<file path="src/rtl/floppy_timer_irq.sv">
// floppy_timer_irq
//   CPU-side front end for the floppy controller's 100 Hz countdown timer.
//   The block decodes four CPU registers and drives the timer's load port.
//   It watches the timer count, flags expiry as a pending interrupt, and can
//   reload the timer automatically to produce periodic ticks.
//
// Ports
//   clk_i       system clock (single domain)
//   reset_i     synchronous, active-high reset
//   addr_i[1:0] register select: 0 COUNT, 1 CTRL, 2 RELOAD, 3 STATUS
//   di_i[7:0]   CPU write data
//   wr_i        CPU write strobe (one cycle per access)
//   rd_i        CPU read strobe (one cycle per access)
//   do_o[7:0]   registered read data; holds until the next rd_i
//   irq_ack_i   interrupt acknowledge pulse; clears PEND
//   irq_o       interrupt request level = PEND & IEN
//   tmr_di_o    load value for the timer
//   tmr_wren_o  one-cycle load strobe for the timer
//   tmr_q_i     current timer count
//
// Optional feature
//   TIMER_IRQ_OVERRUN_EN: a 4-bit saturating overrun counter in STATUS[7:4].
//   It counts expiries that find PEND already set.

module floppy_timer_irq #(
    parameter logic [7:0] RELOAD_RST = 8'h00,
    parameter logic [7:0] CTRL_RST   = 8'h00
) (
    input  logic       clk_i,
    input  logic       reset_i,
    input  logic [1:0] addr_i,
    input  logic [7:0] di_i,
    input  logic       wr_i,
    input  logic       rd_i,
    output logic [7:0] do_o,
    input  logic       irq_ack_i,
    output logic       irq_o,
    output logic [7:0] tmr_di_o,
    output logic       tmr_wren_o,
    input  logic [7:0] tmr_q_i
);

    localparam logic [1:0] ST_IDLE   = 2'd0;
    localparam logic [1:0] ST_LOAD   = 2'd1;
    localparam logic [1:0] ST_ARMED  = 2'd2;
    localparam logic [1:0] ST_EXPIRE = 2'd3;

    localparam logic [1:0] A_COUNT  = 2'd0;
    localparam logic [1:0] A_CTRL   = 2'd1;
    localparam logic [1:0] A_RELOAD = 2'd2;
    localparam logic [1:0] A_STATUS = 2'd3;

    logic [1:0] state_q, state_d;
    logic [7:0] tmr_di_q, tmr_di_d;
    logic [1:0] ctrl_q, ctrl_d;
    logic [7:0] reload_q, reload_d;
    logic       pend_q, pend_d;
    logic [7:0] do_q, do_d;
    logic [3:0] ovr;
    logic [7:0] rdata;

    logic wr_count, wr_ctrl, wr_reload, wr_status, expire, armed;

    assign wr_count  = wr_i && (addr_i == A_COUNT);
    assign wr_ctrl   = wr_i && (addr_i == A_CTRL);
    assign wr_reload = wr_i && (addr_i == A_RELOAD);
    assign wr_status = wr_i && (addr_i == A_STATUS);
    assign expire    = (state_q == ST_EXPIRE);
    assign armed     = (state_q == ST_LOAD) || (state_q == ST_ARMED);

    // A CPU load takes priority over every FSM transition. This covers an
    // auto-reload issued from EXPIRE in the same cycle.
    always_comb begin
        state_d  = state_q;
        tmr_di_d = tmr_di_q;
        case (state_q)
            ST_LOAD:   state_d = (tmr_di_q != 8'h00) ? ST_ARMED : ST_IDLE;
            ST_ARMED:  if (tmr_q_i == 8'h00) state_d = ST_EXPIRE;
            ST_EXPIRE: begin
                if (ctrl_q[1] && (reload_q != 8'h00)) begin
                    state_d  = ST_LOAD;
                    tmr_di_d = reload_q;
                end else begin
                    state_d = ST_IDLE;
                end
            end
            default:   state_d = ST_IDLE;
        endcase
        if (wr_count) begin
            state_d  = ST_LOAD;
            tmr_di_d = di_i;
        end
    end

    always_comb begin
        ctrl_d   = wr_ctrl   ? di_i[1:0] : ctrl_q;
        reload_d = wr_reload ? di_i      : reload_q;
        // When a clear and an expiry occur in the same cycle, the expiry wins.
        pend_d = pend_q;
        if ((wr_status && di_i[0]) || irq_ack_i) pend_d = 1'b0;
        if (expire) pend_d = 1'b1;
    end

`ifdef TIMER_IRQ_OVERRUN_EN
    logic [3:0] ovr_q, ovr_d;

    always_comb begin
        ovr_d = ovr_q;
        if (wr_status && di_i[1]) ovr_d = '0;
        if (expire && pend_q && (ovr_d != 4'hF)) ovr_d = ovr_d + 4'd1;
    end

    always_ff @(posedge clk_i) begin
        if (reset_i) ovr_q <= '0;
        else         ovr_q <= ovr_d;
    end

    assign ovr = ovr_q;
`else
    assign ovr = '0;
`endif

    // Reads use pre-write register values, so a same-cycle rd and wr returns
    // the old contents.
    always_comb begin
        case (addr_i)
            A_COUNT:  rdata = tmr_q_i;
            A_CTRL:   rdata = {6'b000000, ctrl_q};
            A_RELOAD: rdata = reload_q;
            default:  rdata = {ovr, 2'b00, armed, pend_q};
        endcase
        do_d = rd_i ? rdata : do_q;
    end

    always_ff @(posedge clk_i) begin
        if (reset_i) begin
            state_q  <= ST_IDLE;
            tmr_di_q <= '0;
            ctrl_q   <= CTRL_RST[1:0];
            reload_q <= RELOAD_RST;
            pend_q   <= 1'b0;
            do_q     <= '0;
        end else begin
            state_q  <= state_d;
            tmr_di_q <= tmr_di_d;
            ctrl_q   <= ctrl_d;
            reload_q <= reload_d;
            pend_q   <= pend_d;
            do_q     <= do_d;
        end
    end

    assign do_o       = do_q;
    assign irq_o      = pend_q & ctrl_q[0];
    assign tmr_di_o   = tmr_di_q;
    assign tmr_wren_o = (state_q == ST_LOAD);

endmodule

</file>
<file path="config.mk">
export PLATFORM = sky130hd
export DESIGN_NAME = floppy_timer_irq
export DESIGN_NICKNAME = d
export VERILOG_FILES = /design/src/rtl/floppy_timer_irq.sv
export SDC_FILE = /design/constraint.sdc
export NUM_CORES = 1
export LEC_CHECK = 0
export CAP_MARGIN = 10
export CORE_MARGIN = 8
export CORE_UTILIZATION = 29
export DETAILED_ROUTE_END_ITERATION = 10
export PLACE_DENSITY = 0.52
export SYNTH_ARGS = -nofsm -noshare
export SYNTH_HDL_FRONTEND = slang
export SYNTH_SLANG_ARGS = --single-unit
</file>
<file path="constraint.sdc">
create_clock -name clk_i -period 2.77 [get_ports clk_i]
set_input_delay 0.277 -clock clk_i [delete_from_list [all_inputs] [get_ports clk_i]]
set_output_delay 0.277 -clock clk_i [all_outputs]
set_load 0.05 [all_outputs]
</file>
==> flow_summary.toml <==
[clock_network]
cts.htree.levels = 2
cts_inserted_buffers = 5
cts_sinks = 29
clock_path_buffers = 2
cts-resized-gates = 0
insertion_delay_ns = 0.28
path_clk_slew_ns = 0.06
cts_setup_buffers = 0
cts_tree = "done"
hold_buffers = 0
root_buffer = "clkbuf_8"

[global_routing]
grt_usage_pct = 11.40
grt_pass1_wl_mm = 6.630
antenna_found_initial = 0
grt_max_degree = 18
grt_pass1_vias = 1293
grt.overflow.total = 0

[setup_path]
cp-end-kind = "primary output"
cp_data_arrival_time_ns = 1.68
cp.required_ns = 2.49
r2r_end = "tmr_di_o[3]$_SDFFE_PP0P_"
path_max_fanout = 5
r2r_setup_slack_ns = 1.08
reg2reg_from = "state_q[0]$_SDFFE_PP0P_"
crit_type = "reg2out"
reg2reg_depth = 5
critPathLaunchType = "flop"

[job]
maxCapViolCount = 0

[timing]
timing_hold_violations_final = 0
rsz0062_at_grt = "false"
fin_worst_skew_ns = 0.005395
maxSlewHeadroom_pct = 61.72
final.period_utilization_pct = 70.63
worst_slack_ns = 0.8136
fmax_mhz = 511.2
worstMarginPinSlew_ns = 0.5717
setup_viol = 0
fin_crit_ns = 1.956
slew_violations = 0
tns_ns = 0
whs_ns = 0.5068

[run_status]
status = "finished clean"

[yosys]
yosys_warnings = 0
syn_inst = 145
synth.net_count = 171
synth.top_cell.area_share_pct = 41.03
synth_compound_area_share_pct = 11.76
synth_area_leaders = "dfxtp_1, mux2i_1, nor2_1"
netlist_area_um2 = 1415
synth.area.mux_share_pct = 16.45
synthAdderAreaFrac_pct = 2.653
synth_simple_gate_area_share_pct = 24.49
synth_top_family_by_area = "simple AND/OR/NAND/NOR gates"
ys_types = 32
ys_ff_latch = 29
seq_area_frac_synth_pct = 41.03
synth.avg_cell_area_um2 = 9.759
synth_area_leader_cell = "dfxtp_1"
post_synth_xor_area_fraction_pct = 0

[final_layout]
num_antenna_cells = 0
layout_commonest_cell = "clkdlybuf4s50_1"
synthToLayoutAreaGrowth_pct = 39.35
final_cell_mix = "clkdlybuf4s50_1, dfxtp_1, nor2_1, mux2i_1"
fin_util_pct = 41.75
layout.nets = 210
layout-drive-gt1-share_pct = 16.22

[placement]
gp_congestion = 0.7590
dp_slack_ns = 0.7210
port_buffers = 40
dpl.hpwl_mm = 3.110

[hold_path]
worstHoldStart = "do_o[1]$_SDFFE_PP0P_"
hold_class = "reg2reg"
holdPathStages = 2
worst_hold_path.endpoint = "do_o[1]$_SDFFE_PP0P_"

[drt]
drtPass1Iterations = 4
drt_iter0_drc = 69
routed_wl_mm = 3.952
via_per_inst = 4.806
drtAntennaViolNets = 0
remaining_drc_errors = 0
wl_per_cell_um = 15.68
vias = 1211

[floorplanning]
ios = 41
core_region_area_um2 = 4723
rows = 25
die_w_um = 85.86
die_area_um2 = 7371
die_height_um = 85.86
initial_core_util_pct = 29.96

[power]
p_per_area_nw_per_um2 = 505.9
irDropWorstVdd_v = 0.0002128
p_leak_nw = 0.7582
==> metal layers <==
metal / wire length (um) / track usage, %
met5: 0 / 0
met4: 60 / 6.051
met3: 203 / 2.961
met2: 1948 / 18.62
met1: 1739 / 13.34
==> Yosys cell counts <==
library cell	number
mux2_2	6
nor4_1	2
a31oi_1	1
or4_1	2
o21ai_4	1
ha_1	3
mux4_2	2
nor3b_2	1
a211oi_1	1
buf_1	2
nor2_1	27
inv_1	3
o21ai_1	2
nand2_1	1
and2_1	2
nand4_1	2
or3b_1	1
nand3b_1	2
dfxtp_1	29
clkbuf_1	5
mux2i_1	12
clkinv_1	1
o21a_1	1
buf_2	2
a211o_2	1
a21oi_1	6
a221oi_1	8
or3_1	1
o221ai_1	1
or4_4	2
nor2b_1	7
nor3_2	8
==> worst max-delay path, cell delays in order (launching register included) <==
cell and delay [ns]:
dfxtp_1 0.40, ha_1 0.20, clkdlybuf4s50_1 0.81
==> power breakdown <==
group / internal, mW / switching, mW / total, mW / leakage (nW)
Combinational: 0.0810 / 0.0925 / 0.174 / 0.468
Sequential: 0.432 / 0.0123 / 0.445 / 0.236
Clock: 0.224 / 0.156 / 0.380 / 0.0542
Total: 0.737 / 0.260 / 0.998 / 0.758
==> registers in the layout (all words and copies together) (netlist names), named ones only <==
register	flops
reload_q	8
state_q	1
do_o	8
ctrl_q	2
tmr_di_o	8
pend_q	1
==> how the worst max path moves through the flow <==
stage / from / to / slack [ns] / cells past startpoint
2_1_floorplan: state_q[0]$_SDFFE_PP0P_ / do_o[1]$_SDFFE_PP0P_ / 1.27 / 6
3_3_place_gp: addr_i[1] / reload_q[2]$_SDFFE_PP0P_ / 0.83 / 4
3_5_place_dp: addr_i[1] / reload_q[6]$_SDFFE_PP0P_ / 0.72 / 4
4_1_cts: state_q[0]$_SDFFE_PP0P_ / tmr_wren_o / 0.79 / 2
5_1_grt: state_q[0]$_SDFFE_PP0P_ / tmr_wren_o / 0.74 / 2
6_report: state_q[0]$_SDFFE_PP0P_ / tmr_wren_o / 0.81 / 2
==> through the flow <==
| stage | std cells | power, mW | area [um2] |
|---|---|---|---|
| after global placement | 244 | 0.6265 | 1871 |
| final | 252 | 0.9977 | 1972 |
| after global routing | 252 | 1.050 | 1972 |
| after detailed placement | 244 | 0.6288 | 1871 |
| after CTS | 252 | 1.013 | 1972 |
| after floorplan | 145 | 0.5550 | 1415 |
==> cells by family after synthesis <==
family,after synthesis
buf+inv,13
flops,29
mux,20
fa+ha+maj,3
simple gates,58
compound gates,22
==> cell type report <==
type                       count  area, um2
fill                         453       2751
clock inverter                 1      5.005
tap                           67      83.83
sequential                    29      580.6
inverter                       4      15.01
multi-input combinational    103      783.3
timing repair buffer          41      407.9
clock buffer                   7      96.34
(Power assumes the default switching activity.)
